$ cat src/rtl/rotor_rewind_if.sv
// Request/busy/done handshake between the control FSM and the reverse
// rotor stepper.
//   rewind_req   : request level; a 0->1 transition starts a rewind
//   rewind_count : keystrokes to undo, captured with the request edge
//   busy         : rewind in progress
//   done         : one-cycle completion pulse
interface rotor_rewind_if #(
    parameter int CNT_W = 8
);
    logic             rewind_req;
    logic [CNT_W-1:0] rewind_count;
    logic             busy;
    logic             done;

    modport master (
        output rewind_req,
        output rewind_count,
        input  busy,
        input  done
    );

    modport slave (
        input  rewind_req,
        input  rewind_count,
        output busy,
        output done
    );
endinterface

$ cat src/rtl/rotor_rewind.sv
// Reverse-direction rotor stepper: walks rotor1..rotor3 backwards by a
// requested number of keystrokes, undoing forward stepping.
//   clock, reset   : rising-edge clock, synchronous active-high reset
//   bus            : request/busy/done handshake (slave side)
//   rotor_type_2/3 : wheel types of middle/right rotor, held while busy
//   rotor_start_*  : positions loaded on reset
//   rotor1..3      : registered rotor positions (left, middle, right)
module rotor_rewind #(
    parameter int NUM_POS = 26,
    parameter int CNT_W   = 8
) (
    input  logic        clock,
    input  logic        reset,
    rotor_rewind_if.slave bus,
    input  logic [2:0]  rotor_type_2,
    input  logic [2:0]  rotor_type_3,
    input  logic [4:0]  rotor_start_1,
    input  logic [4:0]  rotor_start_2,
    input  logic [4:0]  rotor_start_3,
    output logic [4:0]  rotor1,
    output logic [4:0]  rotor2,
    output logic [4:0]  rotor3
);
    typedef enum logic [2:0] {IDLE, S3, S2, S1, NEXT, FIN} state_t;

    localparam logic [4:0] MAX_POS = 5'(NUM_POS - 1);

    state_t           state_q, state_d;
    logic [CNT_W-1:0] cnt_q, cnt_d;
    logic [4:0]       rotor1_q, rotor1_d;
    logic [4:0]       rotor2_q, rotor2_d;
    logic [4:0]       rotor3_q, rotor3_d;
    logic             busy_q, busy_d;
    logic             done_q, done_d;
    logic             prev_req_q;
    logic             req_rise;

    // A rotor drags its left neighbour back when it leaves this position
    // going backwards, mirroring the forward "arrive at carry" rule.
    function automatic logic is_carry(input logic [2:0] t, input logic [4:0] p);
        case (t)
            3'd0:    return p == 5'd17;
            3'd1:    return p == 5'd5;
            3'd2:    return p == 5'd22;
            3'd3:    return p == 5'd10;
            3'd4:    return p == 5'd0;
            default: return (p == 5'd0) || (p == 5'd13);
        endcase
    endfunction

    // Wrap explicitly at NUM_POS rather than relying on 5-bit rollover.
    function automatic logic [4:0] dec(input logic [4:0] p);
        return (p == 5'd0) ? MAX_POS : p - 5'd1;
    endfunction

    assign req_rise = bus.rewind_req && !prev_req_q;

    always_comb begin
        state_d  = state_q;
        cnt_d    = cnt_q;
        rotor1_d = rotor1_q;
        rotor2_d = rotor2_q;
        rotor3_d = rotor3_q;
        case (state_q)
            IDLE: begin
                // Zero-count requests are dropped without any handshake.
                if (req_rise && bus.rewind_count != '0) begin
                    cnt_d   = bus.rewind_count;
                    state_d = S3;
                end
            end
            S3: begin
                rotor3_d = dec(rotor3_q);
                state_d  = is_carry(rotor_type_3, rotor3_q) ? S2 : NEXT;
            end
            S2: begin
                rotor2_d = dec(rotor2_q);
                state_d  = is_carry(rotor_type_2, rotor2_q) ? S1 : NEXT;
            end
            S1: begin
                rotor1_d = dec(rotor1_q);
                state_d  = NEXT;
            end
            NEXT: begin
                cnt_d   = cnt_q - 1'b1;
                state_d = (cnt_q == CNT_W'(1)) ? FIN : S3;
            end
            FIN:     state_d = IDLE;
            default: state_d = IDLE;
        endcase
        // Outputs are registered from the next state so they line up with it.
        busy_d = (state_d != IDLE);
        done_d = (state_d == FIN);
    end

    always_ff @(posedge clock) begin
        if (reset) begin
            state_q    <= IDLE;
            cnt_q      <= '0;
            rotor1_q   <= rotor_start_1;
            rotor2_q   <= rotor_start_2;
            rotor3_q   <= rotor_start_3;
            busy_q     <= 1'b0;
            done_q     <= 1'b0;
            prev_req_q <= 1'b0;
        end else begin
            state_q    <= state_d;
            cnt_q      <= cnt_d;
            rotor1_q   <= rotor1_d;
            rotor2_q   <= rotor2_d;
            rotor3_q   <= rotor3_d;
            busy_q     <= busy_d;
            done_q     <= done_d;
            prev_req_q <= bus.rewind_req;
        end
    end

    assign rotor1   = rotor1_q;
    assign rotor2   = rotor2_q;
    assign rotor3   = rotor3_q;
    assign bus.busy = busy_q;
    assign bus.done = done_q;
endmodule

$ cat src/flat_wrapper.sv
// flat-port wrapper written by rule: the top's interface ports become plain ports
module rotor_rewind_flat 
#(
    parameter int NUM_POS = 26,
    parameter int CNT_W   = 8
)
  (clock, reset, rotor_type_2, rotor_type_3, rotor_start_1, rotor_start_2, rotor_start_3, rotor1, rotor2, rotor3, bus_rewind_req, bus_rewind_count, bus_busy, bus_done);
  rotor_rewind_if #(.CNT_W(CNT_W)) bus_i ();
  input  logic clock;
  input  logic reset;
  input  logic [2:0] rotor_type_2;
  input  logic [2:0] rotor_type_3;
  input  logic [4:0] rotor_start_1;
  input  logic [4:0] rotor_start_2;
  input  logic [4:0] rotor_start_3;
  output logic [4:0] rotor1;
  output logic [4:0] rotor2;
  output logic [4:0] rotor3;
  input wire logic [$bits(bus_i.rewind_req)-1:0] bus_rewind_req;
  input wire logic [$bits(bus_i.rewind_count)-1:0] bus_rewind_count;
  output wire logic [$bits(bus_i.busy)-1:0] bus_busy;
  output wire logic [$bits(bus_i.done)-1:0] bus_done;
  assign bus_i.rewind_req = bus_rewind_req;
  assign bus_i.rewind_count = bus_rewind_count;
  assign bus_busy = bus_i.busy;
  assign bus_done = bus_i.done;
  rotor_rewind #(.NUM_POS(NUM_POS), .CNT_W(CNT_W)) u_core (.clock(clock), .reset(reset), .bus(bus_i), .rotor_type_2(rotor_type_2), .rotor_type_3(rotor_type_3), .rotor_start_1(rotor_start_1), .rotor_start_2(rotor_start_2), .rotor_start_3(rotor_start_3), .rotor1(rotor1), .rotor2(rotor2), .rotor3(rotor3));
endmodule
$ cat config.mk
export PLATFORM = sky130hd
export DESIGN_NAME = rotor_rewind_flat
export DESIGN_NICKNAME = d
export VERILOG_FILES = /design/src/rtl/rotor_rewind_if.sv /design/src/rtl/rotor_rewind.sv /design/src/flat_wrapper.sv
export SDC_FILE = /design/constraint.sdc
export NUM_CORES = 1
export LEC_CHECK = 0
export ABC_AREA = 1
export BUFFER_PORTS_ARGS = -buffer_cell sky130_fd_sc_hd__clkbuf_2
export CAP_MARGIN = 20
export CORE_UTILIZATION = 57
export CTS_CLUSTER_DIAMETER = 200
export DETAILED_ROUTE_END_ITERATION = 16
export MAX_ROUTING_LAYER = met4
export PLACE_DENSITY = 0.91
export SETUP_SLACK_MARGIN = 0.3
export SYNTH_ARGS = -nofsm -noshare
export SYNTH_HDL_FRONTEND = slang
export SYNTH_SLANG_ARGS = --single-unit
$ cat constraint.sdc
create_clock -name clock -period 4.4 [get_ports clock]
set_clock_uncertainty 0.15 [all_clocks]
set_input_delay 0.44 -clock clock [delete_from_list [all_inputs] [get_ports clock]]
set_output_delay 0.44 -clock clock [all_outputs]
set_load 0.03 [all_outputs]
==> out/metrics.cfg, run 1 <==
[run_status]
outcome=finished, final reports clean

[worst_setup_path]
rr_worst_depth=9
max_stage_delay_ns=0.52
worstSetupPathType=input port to flop
path_cells=clkbuf_2, clkinv_1, nand2_1, o21ai_0
endpoint_kind=flop
required_ns=4.34
critPathLaunchType=input port
crit_slowest_cell=clkinv_1
path_max_fanout=19
crit_arrival_ns=1.70

[route]
routed_wl_um=3910
vias=1800
wl_per_cell_um=11.1
drtIter0Drc=100
dr.pass1.iters=4
drc=0
ant_nets=0
vias_per_cell=5.13

[cts]
cts_made_buffers=5
clkSlewWorstSetupHoldPaths_ns=0.10
cts-htree-levels=2
cts_root_buf=clkbuf_4
cts_resized=0
postCtsSetupBuffers=0
hold_buffers=0
clk_path_buf_depth=2
insertion_delay_ns=0.34
cts_sinks=29
tritoncts=built

[final_layout]
insertedDiodeCount=0
fin_nets=345
drive_gt1_share_pct=26.1
area_delta_synth_final_pct=16.2
post-route-util_pct=71.6

[synth]
synthesis.area_mm2=0.00193
synth_adder_area_share_pct=4.55
ys_ff_latch=29
synth-xor-area-share_pct=2.73
synthFlopType=edfxtp_1
synth_cells=255
synth_compound_area_share_pct=11.9
synth_simple_gate_area_share_pct=33.6
synth_top_cell_area_share_pct=23.4
synth.most_common_cell=nand2_1
ys_top_cells_by_count=nand2_1, nor2_1, inv_1
synth_seq_area_share_pct=37.9
yosysTopAreaCell=edfxtp_1
yosys_warnings=0
synth_top_family_by_area=simple AND/OR/NAND/NOR gates
synth.avg_cell_area_um2=7.56
muxShareOfSynthArea_pct=0
netlist_top_cells_area=edfxtp_1, dfxtp_1, nand2_1, nor2_1, inv_1
synth_fp_nets=294
synth.distinct_cells=33
synth-edff-count=15
synth-async-reset-ratio_pct=0

[power]
peakVddDrop_v=0.000196
p_leak_nw=1.08
cellPowerDensity_mw_per_mm2=315

[sta]
hold_viol=0
rsz0062_at_grt=no
max_slew_margin_pct=66.1
setup_tns_ns=0
setup_viol=0
timing.fmax_ghz=0.569
hold_slack_ns=0.169
timing.final.crit_period_ns=1.76
period_share_pct=39.9
worst_pin_slew_ns=0.505
slew_viol_final=0

[place]
io_buffers=48
hpwl_um=3000
gp_congestion=0.892

[grt]
overflow=0
grt_usage_pct=24.6
antenna_found_initial=0
grt_pass1_vias=1580
grt_max_degree=20
grt_pass1_wl_um=6290

[floorplanning]
die_w_um=60.1
initial_core_util_pct=61.6
coreArea_mm2=0.00313
rows=20
io_pins=49
die_area_mm2=0.00362
die_h_um=60.1

[worst_hold_path]
min_path_type=input port to flop
holdPathStages=3

[job]
drv_cap=0

==> kinds of logic (layout without fill, tap and decap cells) <==
| logic type | Yosys count | after routing |
|---|---|---|
| fa+ha+maj | 7 | 7 |
| buf+inv | 40 | 92 |
| compound gates | 41 | 41 |
| xor+xnor | 6 | 6 |
| simple gates | 132 | 132 |
| flops | 29 | 29 |
==> report_power, final <==
part	internal, mW	switching, mW	leakage (nW)
registers	0.313	0.0259	0.262
clock network	0.0750	0.0930	0.0357
logic	0.0720	0.126	0.783
==> stage by stage <==
step	power, mW	setup slack, ns	std cells	area (um^2)
global route	0.747	2.49	351	2240
global placement	0.536	2.39	343	2180
detailed placement	0.541	2.28	343	2180
finish	0.705	2.64	351	2240
floorplan	0.488	2.70	255	1930
CTS	0.706	2.65	351	2240
==> state kept, by name (all words and copies together), names as in the netlist <==
name / cells
u_core.state_q: 3
u_core.rotor1: 5
u_core.bus.done: 1
u_core.prev_req_q: 1
u_core.rotor3: 5
u_core.rotor2: 5
u_core.bus.busy: 1
u_core.cnt_q: 8
==> layout make-up <==
type,instances,area [um^2]
multi-input cells,186,1020
fillers,278,890
flip-flops and latches,29,731
repair buffers,48,240
inverters,36,135
well taps,44,55.1
clock buffers,6,51.3
clock inverters,2,8.76
==> worst max-delay path: cells and delay by family <==
| family | cells | cell delay, ns |
|---|---|---|
| AO/OA/AOI/OAI | 1 | 0.11 |
| buffers and inverters | 2 | 0.82 |
| AND/OR/NAND/NOR | 1 | 0.32 |
==> per-layer routing <==
| layer | up-vias | GRT usage (%) | wire (um) |
|---|---|---|---|
| met5 | - | - | 0 |
| met4 | 0 | 13.6 | 92 |
| met3 | 11 | 5.63 | 164 |
| met2 | 59 | 39.7 | 1890 |
| met1 | 786 | 27.9 | 1770 |
| li1 | 944 | - | - |
==> path summary, 6_finish.rpt <==
| check | slack, ns | from | end |
|---|---|---|---|
| worst max-delay path | 2.64 | reset | u_core.rotor2[1] |
| worst min-delay path | 0.17 | bus_rewind_req | u_core.prev_req_q |
| worst max register to register | 2.66 | u_core.rotor2[0] | u_core.bus.busy |
| worst min register to register | 0.36 | u_core.cnt_q[4] | u_core.cnt_q[4] |
==> cell usage in the layout, fill, tap and decap left out, types with 4 or more instances in the layout <==
master    count
clkbuf_2     48
xnor2_1       4
nand2_2       4
nand4_1       5
nand2_1      50
o21ai_1       4
edfxtp_1     15
dfxtp_1      14
a31oi_1       6
nor3_1        4
nand3_1      17
inv_1        30
ha_1          7
inv_2         5
o21ai_0      11
a21oi_1      14
nor2_1       35
clkbuf_4      5
or2_2         5
Power figures use the tool's default switching activity.
==> inputs of run 2 (changes only) <==
--- a/config.mk
+++ b/config.mk
@@ -8,11 +8,11 @@
 export ABC_AREA = 1
 export BUFFER_PORTS_ARGS = -buffer_cell sky130_fd_sc_hd__clkbuf_2
 export CAP_MARGIN = 20
-export CORE_UTILIZATION = 57
+export CORE_UTILIZATION = 48
 export CTS_CLUSTER_DIAMETER = 200
 export DETAILED_ROUTE_END_ITERATION = 16
 export MAX_ROUTING_LAYER = met4
-export PLACE_DENSITY = 0.91
+export PLACE_DENSITY = 0.82
 export SETUP_SLACK_MARGIN = 0.3
 export SYNTH_ARGS = -nofsm -noshare
 export SYNTH_HDL_FRONTEND = slang
==> constraint.sdc (replaced) <==
create_clock -name clock -period 1.6 [get_ports clock]
set_clock_uncertainty 0.15 [all_clocks]
set_input_delay 0.16 -clock clock [delete_from_list [all_inputs] [get_ports clock]]
set_output_delay 0.16 -clock clock [all_outputs]
set_load 0.03 [all_outputs]
==> run 2 against run 1 <==
Against the previous run: the flow now finishes with violations (setup timing); clock-buffer cell count grew 2; clock power grew to 3.7 times the previous value; sequential power grew to 2.8 times the previous value; highest routed layer unchanged.
==> out/metrics.cfg, run 2 (same netlist as run 1, synthesis figures left out) <==
[worst_setup_path]
rr_worst_depth=11
max_stage_delay_ns=0.57
required_ns=1.62
endpoint_kind=flop
worst-r2r-setup-slack_ns=-0.001
path_max_fanout=6
path_depth=11
crit_arrival_ns=1.62
critPathLaunchType=flop
crit_slowest_cell=edfxtp_1
crit_family=simple AND/OR/NAND/NOR gates
worst-path-buf-inv=1
worstSetupPathType=flop to flop
path_cells=inv_2, nor2_1, nor2_1, nand3_1, nand2_2, nand2_2, nand2_1, nand2_2, nand3_2, nand2_1, nand2_1

[grt]
top_usage_layer=met2
use_met1_pct=29.7
antenna_found_initial=0
gr-usage-met2_pct=42.5
grt_pass1_vias=1748
overflow=0
grt_usage_pct=24.9
grt_max_degree=17
grt_pass1_wl_um=7850
use_met3_pct=4.69

[route]
drtIter0Drc=155
routed_wl_um=5250
wl_per_cell_um=13.5
ant_nets=0
vias=2016
dr.pass1.iters=4
vias_per_cell=5.20
drc=0

[final_layout]
area_delta_synth_final_pct=49.4
n_fill_cell=272
insertedDiodeCount=0
post-route-util_pct=76.9
fin_nets=378
final_common_cell=nand2_1
multi_input_area_mm2=0.00125
regMostFlops=u_core.cnt_q
largest_reg_flops=8
final_cell_mix=nand2_1, clkbuf_2, nor2_1, inv_1, buf_4
drive_gt1_share_pct=44.7
seqCellArea_um2=738

[power]
p_leak_nw=1.32
cellPowerDensity_mw_per_mm2=834
peakVddDrop_v=0.000684

[sta]
rsz0062_at_grt=yes
timing.fmax_ghz=0.625
period_share_pct=100
max_slew_margin_pct=75.1
setup_viol=1
hold_viol=0
timing.final.crit_period_ns=1.60
worst_pin_slew_ns=0.374
setup_ws_ns=-0.000977
slew_viol_final=0

[cts]
tritoncts=built
insertion_delay_ns=0.28
cts_sinks=29
cts_made_buffers=5
clk_path_buf_depth=2
clkSlewWorstSetupHoldPaths_ns=0.07
cts_root_buf=clkbuf_8
cts-htree-levels=2

[floorplanning]
rows=22
die_w_um=65.4
io_pins=49
die_h_um=65.4
die_area_mm2=0.00427
initial_core_util_pct=51.5
coreArea_mm2=0.00374

[worst_hold_path]
holdPathStages=3
min_path_type=input port to flop

[place]
gp_congestion=0.836
io_buffers=48
place_ws_ns=0.0151
hpwl_um=3230

[run_status]
outcome=complete, but fails checks
violations=setup timing

[job]
drv_cap=0

[run 2: changes by cell type in the layout (fill, tap and decap cells not counted), moves of 6 or more]
cell	previous run	this run
buf_4	0	19
buf_6	0	15
clkbuf_2	48	39
inv_1	30	21
clkbuf_8	1	7
nand2_1	50	44
o21ai_0	11	5
[run 2: worst paths after layout]
path                       startpoint               to
hold reg to reg       u_core.cnt_q[4]  u_core.cnt_q[4]
setup reg to reg     u_core.rotor2[2]  u_core.bus.busy
hold / removal    bus_rewind_count[2]  u_core.cnt_q[2]
setup / recovery     u_core.rotor2[2]  u_core.bus.busy
[run 2: layer usage]
| layer | part of all wire, % | wire (um) |
|---|---|---|
| met1 | 43 | 2250 |
| met3 | 4.2 | 220 |
| met5 | 0 | 0 |
| met2 | 51 | 2660 |
| met4 | 2.2 | 113 |
[run 2: stage by stage]
step	total power, mW	instance area (um^2)	hold WS, ns	TNS [ns]	std cells
6_report	2.40	2880	0.00949	-0.000977	388
5_1_grt	2.52	2880	0.0306	-0.565	388
4_1_cts	2.27	2660	0.00675	0	379
3_5_place_dp	1.53	2290	0.233	0	352
3_3_place_gp	1.52	2290	0.223	0	352
2_1_floorplan	1.37	1990	0.134	-0.172	255
[run 2: what timing repair did]
| item | in CTS | in global routing |
|---|---|---|
| hold buffers | 3 | 0 |
| endpoints found under the setup margin | 47 | 52 |
| gates cloned | 1 | 0 |
| pin swaps | 13 | 12 |
| buffers inserted | 15 | 9 |
| resized for setup | 32 | 53 |
| endpoints found under the hold margin | 3 | 0 |
[run 2: worst reg2reg max path, cell delays in order, from the launching register on]
cell and delay (ns):
edfxtp_1 0.57, inv_2 0.07, nor2_1 0.10, nor2_1 0.05, nand3_1 0.10, nand2_2 0.08
nand2_2 0.07, nand2_1 0.07, nand2_2 0.08, nand3_2 0.06, nand2_1 0.06, nand2_1 0.05
[run 2: layout make-up]
type                       count  area share, %
timing repair buffer          80           20.6
tap                           48           2.09
clock buffer                   8           3.13
sequential                    29           25.7
inverter                      36           5.04
multi-input combinational    187           43.5
[run 2: where the power goes]
| part | total, mW | switching, mW | internal [mW] | leakage, nW |
|---|---|---|---|---|
| Combinational | 0.832 | 0.448 | 0.384 | 1.01 |
| Sequential | 0.950 | 0.0861 | 0.864 | 0.264 |
| Clock | 0.619 | 0.269 | 0.350 | 0.0455 |
